[config.mk]
export PLATFORM = sky130hd
export DESIGN_NAME = rx78_keyboard_flat
export DESIGN_NICKNAME = d
export VERILOG_FILES = /design/src/rtl/rx78_kbd_pkg.sv /design/src/rtl/rx78_keyboard_if.sv /design/src/rtl/rx78_keymap.sv /design/src/rtl/rx78_keyboard.sv /design/src/flat_wrapper.sv
export SDC_FILE = /design/constraint.sdc
export NUM_CORES = 1
export LEC_CHECK = 0
export ABC_AREA = 0
export BUFFER_PORTS_ARGS = -buffer_cell sky130_fd_sc_hd__buf_2
export CAP_MARGIN = 10
export CORE_AREA = 5 5 127 129
export DETAILED_ROUTE_END_ITERATION = 16
export DIE_AREA = 0 0 132 134
export GPL_TIMING_DRIVEN = 0
export PLACE_DENSITY = 0.61
export SLEW_MARGIN = 30
export SYNTH_ARGS = -nofsm -noshare
export SYNTH_HDL_FRONTEND = slang
export SYNTH_HIERARCHICAL = 1
export SYNTH_SLANG_ARGS = --single-unit
[constraint.sdc]
create_clock -name clk -period 2.11 [get_ports clk]
set_input_delay 0 -clock clk [delete_from_list [all_inputs] [get_ports clk]]
set_output_delay 0 -clock clk [all_outputs]
set_load 0.02 [all_outputs]
[src/rtl/rx78_kbd_pkg.sv]
// Shared definitions for the RX-78 keyboard matrix front-end.
package rx78_kbd_pkg;

  localparam int unsigned NUM_ROWS     = 9;
  localparam logic [3:0]  ALL_ROWS_SEL = 4'hF;
  localparam logic [3:0]  ROW_LIMIT    = 4'(NUM_ROWS);

  typedef struct packed {
    logic       valid;
    logic [3:0] row;
    logic [2:0] col;
  } keymap_entry_t;

  function automatic keymap_entry_t map_entry(input logic [3:0] row, input logic [2:0] col);
    keymap_entry_t e;
    e.valid = 1'b1;
    e.row   = row;
    e.col   = col;
    return e;
  endfunction

  // {ext, scancode} keys
  localparam logic [8:0] SC_A      = 9'h01C;
  localparam logic [8:0] SC_B      = 9'h032;
  localparam logic [8:0] SC_C      = 9'h021;
  localparam logic [8:0] SC_SPACE  = 9'h029;
  localparam logic [8:0] SC_ENTER  = 9'h05A;
  localparam logic [8:0] SC_UP     = 9'h175;
  localparam logic [8:0] SC_DOWN   = 9'h172;
  localparam logic [8:0] SC_LSHIFT = 9'h012;
  localparam logic [8:0] SC_RSHIFT = 9'h059;

  localparam keymap_entry_t MAP_A      = map_entry(4'd2, 3'd1);
  localparam keymap_entry_t MAP_B      = map_entry(4'd2, 3'd2);
  localparam keymap_entry_t MAP_C      = map_entry(4'd2, 3'd3);
  localparam keymap_entry_t MAP_SPACE  = map_entry(4'd7, 3'd4);
  localparam keymap_entry_t MAP_ENTER  = map_entry(4'd7, 3'd0);
  localparam keymap_entry_t MAP_UP     = map_entry(4'd8, 3'd1);
  localparam keymap_entry_t MAP_DOWN   = map_entry(4'd8, 3'd0);
  localparam keymap_entry_t MAP_SHIFT  = map_entry(4'd8, 3'd6);

endpackage

[src/rtl/rx78_keyboard_if.sv]
// CPU I/O port 0xF4 bus: row-select write and column read.
interface rx78_keyboard_if;
  logic       io_sel;
  logic       io_wr;
  logic [7:0] io_din;
  logic [7:0] io_dout;

  modport master (output io_sel, output io_wr, output io_din, input io_dout);
  modport slave  (input io_sel, input io_wr, input io_din, output io_dout);
endinterface

[src/rtl/rx78_keymap.sv]
// Combinational {ext, scancode} -> matrix position table.
module rx78_keymap
  import rx78_kbd_pkg::*;
(
  input  logic          ext_i,
  input  logic [7:0]    code_i,
  output keymap_entry_t entry_o
);

  // Unlisted codes fall through to an invalid entry.
  always_comb begin
    entry_o = '0;
    case ({ext_i, code_i})
      SC_A:      entry_o = MAP_A;
      SC_B:      entry_o = MAP_B;
      SC_C:      entry_o = MAP_C;
      SC_SPACE:  entry_o = MAP_SPACE;
      SC_ENTER:  entry_o = MAP_ENTER;
      SC_UP:     entry_o = MAP_UP;
      SC_DOWN:   entry_o = MAP_DOWN;
      SC_LSHIFT: entry_o = MAP_SHIFT;
      SC_RSHIFT: entry_o = MAP_SHIFT;
      default:   entry_o = '0;
    endcase
  end

endmodule

[src/rtl/rx78_keyboard.sv]
// PS/2 event -> 9x8 key matrix, read back through Z80 port 0xF4.
module rx78_keyboard
  import rx78_kbd_pkg::*;
(
  input  logic             clk,
  input  logic             reset_n,
  input  logic [10:0]      ps2_key,
  input  logic             kbd_clear,
  rx78_keyboard_if.slave   bus,
  output logic             key_any
);

  logic       armed_q, armed_d;
  logic       toggle_q, toggle_d;
  logic       ev_valid_q, ev_valid_d;
  logic       ev_pressed_q, ev_pressed_d;
  logic       ev_ext_q, ev_ext_d;
  logic [7:0] ev_code_q, ev_code_d;

  logic       map_valid_q, map_valid_d;
  logic [3:0] map_row_q, map_row_d;
  logic [2:0] map_col_q, map_col_d;
  logic       map_pressed_q, map_pressed_d;

  logic [NUM_ROWS-1:0][7:0] matrix_q, matrix_d;
  logic [3:0] row_sel_q, row_sel_d;
  logic [7:0] io_dout_q, io_dout_d;
  logic       key_any_q, key_any_d;
  logic [7:0] any_row;

  keymap_entry_t entry;
  logic          unused_din;

  assign unused_din  = ^bus.io_din[7:4];
  assign bus.io_dout = io_dout_q;
  assign key_any     = key_any_q;

  rx78_keymap u_keymap (
    .ext_i   (ev_ext_q),
    .code_i  (ev_code_q),
    .entry_o (entry)
  );

  // Stage A: the first edge after reset only captures the toggle, so a stale level is not an event.
  always_comb begin
    armed_d      = 1'b1;
    toggle_d     = ps2_key[10];
    ev_valid_d   = armed_q && (ps2_key[10] != toggle_q);
    ev_pressed_d = ev_pressed_q;
    ev_ext_d     = ev_ext_q;
    ev_code_d    = ev_code_q;
    if (ev_valid_d) begin
      ev_pressed_d = ps2_key[9];
      ev_ext_d     = ps2_key[8];
      ev_code_d    = ps2_key[7:0];
    end
  end

  // Stage B: register the keymap lookup; kbd_clear flushes it.
  always_comb begin
    map_valid_d   = ev_valid_q && entry.valid && !kbd_clear;
    map_row_d     = entry.row;
    map_col_d     = entry.col;
    map_pressed_d = ev_pressed_q;
  end

  // Stage C plus row select: kbd_clear overrides a coincident key update.
  always_comb begin
    matrix_d = matrix_q;
    if (kbd_clear) begin
      matrix_d = '0;
    end else if (map_valid_q && (map_row_q < ROW_LIMIT)) begin
      matrix_d[map_row_q][map_col_q] = map_pressed_q;
    end
    row_sel_d = row_sel_q;
    if (bus.io_sel && bus.io_wr) begin
      row_sel_d = bus.io_din[3:0];
    end
  end

  // Read path: registered every cycle from the current row select and matrix.
  always_comb begin
    any_row = '0;
    for (int unsigned r = 0; r < NUM_ROWS; r++) begin
      any_row = any_row | matrix_q[r[3:0]];
    end
    key_any_d = |any_row;
    if (row_sel_q < ROW_LIMIT) begin
      io_dout_d = matrix_q[row_sel_q];
    end else if (row_sel_q == ALL_ROWS_SEL) begin
      io_dout_d = any_row;
    end else begin
      io_dout_d = '0;
    end
  end

  // State registers.
  always_ff @(posedge clk or negedge reset_n) begin
    if (!reset_n) begin
      armed_q       <= 1'b0;
      toggle_q      <= 1'b0;
      ev_valid_q    <= 1'b0;
      ev_pressed_q  <= 1'b0;
      ev_ext_q      <= 1'b0;
      ev_code_q     <= '0;
      map_valid_q   <= 1'b0;
      map_row_q     <= '0;
      map_col_q     <= '0;
      map_pressed_q <= 1'b0;
      matrix_q      <= '0;
      row_sel_q     <= '0;
      io_dout_q     <= '0;
      key_any_q     <= 1'b0;
    end else begin
      armed_q       <= armed_d;
      toggle_q      <= toggle_d;
      ev_valid_q    <= ev_valid_d;
      ev_pressed_q  <= ev_pressed_d;
      ev_ext_q      <= ev_ext_d;
      ev_code_q     <= ev_code_d;
      map_valid_q   <= map_valid_d;
      map_row_q     <= map_row_d;
      map_col_q     <= map_col_d;
      map_pressed_q <= map_pressed_d;
      matrix_q      <= matrix_d;
      row_sel_q     <= row_sel_d;
      io_dout_q     <= io_dout_d;
      key_any_q     <= key_any_d;
    end
  end

endmodule
[src/flat_wrapper.sv]
// flat-port wrapper written by rule: the top's interface ports become plain ports
module rx78_keyboard_flat import rx78_kbd_pkg::*;
  (clk, reset_n, ps2_key, kbd_clear, key_any, bus_io_sel, bus_io_wr, bus_io_din, bus_io_dout);
  rx78_keyboard_if bus_i ();
  input  logic clk;
  input  logic reset_n;
  input  logic [10:0] ps2_key;
  input  logic kbd_clear;
  output logic key_any;
  input wire logic [$bits(bus_i.io_sel)-1:0] bus_io_sel;
  input wire logic [$bits(bus_i.io_wr)-1:0] bus_io_wr;
  input wire logic [$bits(bus_i.io_din)-1:0] bus_io_din;
  output wire logic [$bits(bus_i.io_dout)-1:0] bus_io_dout;
  assign bus_i.io_sel = bus_io_sel;
  assign bus_i.io_wr = bus_io_wr;
  assign bus_i.io_din = bus_io_din;
  assign bus_io_dout = bus_i.io_dout;
  rx78_keyboard u_core (.clk(clk), .reset_n(reset_n), .ps2_key(ps2_key), .kbd_clear(kbd_clear), .bus(bus_i), .key_any(key_any));
endmodule
Word-level counts from Yosys, hierarchy flattened
Index checks and enable logic that the tools add are counted.
{"block": "totals", "reg_bits": 107, "word_cells": 71, "output_inout_bits": 9, "in_bits": 24}
{"block": "classes", "order_cmp": 7, "n_reduce_logical": 11, "mux": 12, "bitwise": 8, "eq_ne": 11}
{"operator": "72-bit two-way mux", "n": 2}
{"operator": "72-bit bitwise mux", "n": 1}
{"operator": "8-bit OR", "n": 8}
{"operator": "8-bit case mux with 8 select lines", "n": 1}
{"operator": "8-bit binary-select mux with 4-bit select", "n": 1}
{"operator": "8-bit demux with 4-bit select", "n": 1}
{"operator": "8-bit two-way mux", "n": 4}
{"operator": "9-bit by 6-bit equality test with 1-bit output, second input constant", "n": 3}
{"operator": "9-bit by 5-bit equality test with 1-bit output, second input constant", "n": 2}
{"operator": "9-bit by 7-bit equality test with 1-bit output, second input constant", "n": 2}
{"operator": "9-bit equality test, second input constant", "n": 2}
{"operator": "4-bit by 5-bit less-than comparator with 1-bit output, second input constant", "n": 2}
{"operator": "4-bit less-than comparator, second input constant", "n": 2}
{"operator": "8-bit OR reduction", "n": 1}
{"operator": "1-bit logical AND", "n": 7}
{"operator": "4-bit equality test, second input constant", "n": 1}
{"operator": "4-bit by 1-bit greater-or-equal comparator with 1-bit output, second input constant", "n": 1}
{"operator": "3-bit by 4-bit less-than comparator with 1-bit output, second input constant", "n": 1}
{"operator": "1-bit demux with 3-bit select", "n": 1}
{"operator": "3-bit by 1-bit greater-or-equal comparator with 1-bit output, second input constant", "n": 1}
{"operator": "2-bit nonzero test", "n": 1}
{"operator": "2-bit OR reduction", "n": 1}
{"operator": "1-bit zero test", "n": 1}
{"operator": "1-bit two-way mux", "n": 1}
{"operator": "1-bit != test", "n": 1}

Longest topological paths before layout
{"block": "logic_depth", "depth_word": 10, "ltp_mapped": 6, "depth_no_buf": 6}

By module
The synthesis kept the hierarchy.
{"module": "rx78_keyboard", "seq_area_each_um2": 2677.6, "cells_per_inst": 507, "n_inst": 1, "area_per_inst_um2": 5162.5}
{"module": "rx78_keymap", "seq_area_each_um2": 0.0, "cells_per_inst": 33, "n_inst": 1, "area_per_inst_um2": 234.0}

Worst setup path before layout
Ideal clock, no wire load.
{"block": "synth_path", "path_type": "register to register", "start": "reg u_core.row_sel_q[0]", "end": "reg u_core.io_dout_q[1], in the netlist u_core/bus.io_dout[1]", "period_less_slack_ns": 1.461, "stages_incl_launch_ff": 6, "slack_ns": 0.649, "setup_ns": 0.133, "path_buffers": 2, "arrival_time_ns": 1.328, "path_cell_list": "dfrtp_1 > buf_6 > buf_6 > mux4_2 > mux2i_1 > o21ai_0"}
{"block": "synth_between", "elab_chain_len": 3}
{"item": "start: declaration", "line_no": "rx78_keyboard.sv:26", "source": "logic [3:0] row_sel_q, row_sel_d;"}
{"item": "start signal: assignment", "line_no": "rx78_keyboard.sv:126", "source": "row_sel_q <= row_sel_d;"}
{"item": "8-bit binary-select mux with 4-bit select or 4-bit equality test (tied branches)", "line_no": "rx78_keyboard.sv:89, rx78_keyboard.sv:90"}
{"item": "8-bit two-way mux (on tied branches)", "line_no": "rx78_keyboard.sv:89, rx78_keyboard.sv:90"}
{"item": "8-bit two-way mux *", "line_no": "rx78_keyboard.sv:88", "source": "if (row_sel_q < ROW_LIMIT) begin"}
{"item": "named net u_core.io_dout_d[1]", "line_no": "rx78_keyboard.sv:27", "source": "logic [7:0] io_dout_q, io_dout_d;"}
{"item": "end signal: assignment", "line_no": "rx78_keyboard.sv:127", "source": "io_dout_q <= io_dout_d;"}
{"item": "end: declaration", "line_no": "rx78_keyboard.sv:27"}
Mark *: on every way through the listed nets, which the timed path passes. The rest lies on a longest branch. The select of a mux whose other input is x is not followed.
A chain may end at the register's enable or synchronous reset.

Final worst setup path
{"block": "layout_path", "start": "reg u_core.row_sel_q[3]", "end": "reg u_core.io_dout_q[0], in the netlist u_core/bus.io_dout[0]"}
Same word-level chain as after synthesis.

==> results.sh <==
export IMPL_root_buffer="clkbuf_16"
export IMPL_r2r_start="u_core/row_sel_q[3]$_DFFE_PN0P_"
export IMPL_timing_final_ws_setup_ns=0.0648
export IMPL_critPathBufInv=1
export IMPL_core_area_um2=14900
export IMPL_grt_overflow=0
export IMPL_die_w_um=132
export IMPL_avgRoutedWirePerCell_um=21.6
export IMPL_holdPathStages=3
export IMPL_tightest_slew_ns=0.808
export IMPL_finalSetupViolCount=0
export IMPL_fin_crit_ns=2.05
export IMPL_synth_largest_area_cell="dfrtp_1"
export IMPL_initial_utilization=0.362
export IMPL_worst_setup_path_start_kind="register"
export IMPL_num_fill_cells=1433
export IMPL_ys_warn_count=6
export IMPL_numClockSinks=107
export IMPL_drv_cap=0
export IMPL_via_count=4746
export IMPL_path_depth=4
export IMPL_crit_arrival_ns=2.29
export IMPL_ir_drop_uv=432
export IMPL_clock_latency_ns=0.36
export IMPL_synth_edf_count=0
export IMPL_slew_limit_headroom=0.458
export IMPL_hpwlAfterDp_mm=10.7
export IMPL_ff_latch_area_um2=2680
export IMPL_grt_use_total=0.198
export IMPL_grt_max_degree=57
export IMPL_cp_startpoint="u_core/row_sel_q[3]$_DFFE_PN0P_"
export IMPL_antenna_found_initial=0
export IMPL_final_hold_viol_count=0
export IMPL_slowest_stage="nor4b_4"
export IMPL_preCtsSetupSlack_ns=0.110
export IMPL_fin_cells=788
export IMPL_grt_first_pass_wirelength_mm=27.0
export IMPL_rsz0062_at_grt="no"
export IMPL_fp_dieH_um=134
export IMPL_reg2reg_depth=4
export IMPL_critPathCaptureType="register"
export IMPL_layout_nets=619
export IMPL_cts_buffers=9
export IMPL_fp_dieArea_um2=17700
export IMPL_min_path_type="in2reg"
export IMPL_finClkSkew_ns=0.00999
export IMPL_h_tree_depth=3
export IMPL_critPathTopFamily="simple AND/OR/NAND/NOR gates"
export IMPL_port_buffers=27
export IMPL_synth_main_ff_cell="dfrtp_1"
export IMPL_num_antenna_cells=0
export IMPL_areaGrowthSynthToFinish_pct=16.2
export IMPL_gp_congestion=0.906
export IMPL_multi_input_area_um2=2510
export IMPL_worstPathCellList="clkbuf_1 > nor4b_4 > a22oi_1 > o21ai_0"
export IMPL_postSynthAreaPerCell_um2=9.99
export IMPL_routed_wl_mm=17.1
export IMPL_io_pins=33
export IMPL_period_share=0.969
export IMPL_synth_most_common_cell="dfrtp_1"
export IMPL_ys_top_cells_by_count="dfrtp_1 (107), nand3_1 (86), o21ai_0 (82)"
export IMPL_synth_seq_area_share=0.496
export IMPL_hold_start="bus_io_wr"
export IMPL_cp_slowest_stage_delay_ns=0.72
export IMPL_routed_via_density=6.02
export IMPL_maxSlewViolCount=0
export IMPL_path_class="reg2reg"
export IMPL_rows=45
export IMPL_ctsResizeCount=0
export IMPL_p_leak_nw=2.64
export IMPL_clk_pin_slew_worst_paths_ns=0.07
export IMPL_dr_pass1_iters=5
export IMPL_drtIter0Drc=643
export IMPL_ys_seq_elements=107
export IMPL_synthArstFlopShare=1.00
export IMPL_syn_area_um2=5400
export IMPL_synth_area_leaders="dfrtp_1 (50%), nand3_1 (8.0%), o21ai_0 (7.6%), a21oi_1 (6.8%), mux4_2 (6.7%)"
export IMPL_clock_path_buffers=2
export IMPL_required_ns=2.35
export IMPL_synthCells=540
export IMPL_fmax_mhz=489
export IMPL_synth_cell_types=44
export IMPL_drive_above_1_share=0.180
export IMPL_grt_pass1_vias=4739
export IMPL_power_density_nw_per_um2=722
export IMPL_status="finished, final reports clean"
export IMPL_cts_tree="done"
export IMPL_placed_cells=756
export IMPL_synth_top_area_frac=0.496
export IMPL_ant_nets=0
export IMPL_critPathMaxFanout=10
export IMPL_drc=0
export IMPL_synth_nets=564
-- placed cells by master (no fill, tap or decap), types with 8 or more instances in the layout --
cell and count:
a22oi_1 8, mux4_2 16, nor3_1 8, and2_1 8, nor2_1 17, nand3_1 86, buf_2 46, mux2_2 14
nand2_1 20, dlygate4sd3_1 16, clkbuf_1 17, a21oi_1 73, clkbuf_16 9, dfrtp_1 107, nor4_1 10, mux2i_1 8
o21ai_0 82
-- path summary, 6_finish.rpt --
check,endpoint,slack (ns)
min in group asynchronous,u_core/matrix_q[19]$_DFFE_PN0P_,0.15
setup reg to reg,u_core/bus.io_dout[0]$_DFF_PN0_,0.06
max in group asynchronous,u_core/matrix_q[40]$_DFFE_PN0P_,1.31
setup / recovery,u_core/bus.io_dout[0]$_DFF_PN0_,0.06
hold reg to reg,u_core/map_pressed_q$_DFF_PN0_,0.38
hold / removal,u_core/row_sel_q[3]$_DFFE_PN0P_,0.06
-- final cells by class --
type | count | area share
multi-input cells | 388 | 0.400
plain buffers | 42 | 0.0327
clock inverters | 6 | 0.0102
inverters | 3 | 0.00180
well taps | 188 | 0.0375
clock buffers | 10 | 0.0381
repair buffers | 44 | 0.0525
flip-flops and latches | 107 | 0.427
-- stage by stage --
stage                util  total power, W  setup TNS [ns]  area [µm²]  hold WS (ns)
global placement    0.386         0.00278          -21.53        5770         0.134
CTS                 0.420         0.00456               0        6270        0.0526
finish              0.420         0.00453               0        6270        0.0553
global route        0.420         0.00473               0        6270        0.0680
detailed placement  0.389         0.00280               0        5810       -0.0160
floorplan               -         0.00255               0        5400        -0.296
-- flip-flops by register name (all words and copies together), names as in the netlist --
name / count
u_core/armed_q: 1
u_core/bus.io_dout: 8
u_core/ev_code_q: 8
u_core/ev_ext_q: 1
u_core/ev_pressed_q: 1
u_core/ev_valid_q: 1
u_core/key_any: 1
u_core/map_col_q: 3
u_core/map_pressed_q: 1
u_core/map_row_q: 4
u_core/map_valid_q: 1
u_core/matrix_q: 72
u_core/row_sel_q: 4
u_core/toggle_q: 1
-- routing by layer --
metal,track usage,part of all wire,up-vias
met5,0,0,-
met2,0.296,0.45,277
met3,0.0750,0.12,55
met4,0.0743,0.034,0
met1,0.262,0.40,2299
li1,-,-,2115
-- timing repair --
action	4_1_cts	5_1_grt
hold endpoints to repair	66	0
hold buffers	16	0
buffers inserted	0	0
-- report_power, final --
group	internal, W	total [W]	switching (W)	leakage (nW)
logic	0.000209	0.000618	0.000409	1.04
clock network	0.000953	0.00174	0.000785	0.145
registers	0.00211	0.00217	0.0000617	1.46
-- worst reg2reg max path: cells and delay by family (launching register included) --
kind / cells / cell delay (ns)
buffers and inverters: 1 / 0.51
flip-flops: 1 / 0.34
AND/OR/NAND/NOR: 1 / 0.72
AO/OA/AOI/OAI: 2 / 0.36
-- cells by family (layout without fill, tap and decap cells) --
family / count (synthesis) / in the layout / share of synthesized area
AND/OR/NAND/NOR: 178 / 178 / 0.184
buffers and inverters: 45 / 105 / 0.0401
other: 1 / 1 / 0.000695
AO/OA/AOI/OAI: 170 / 170 / 0.166
multiplexers: 38 / 38 / 0.111
flip-flops: 107 / 107 / 0.496
XOR/XNOR: 1 / 1 / 0.00162
(Power assumes the default switching activity.)
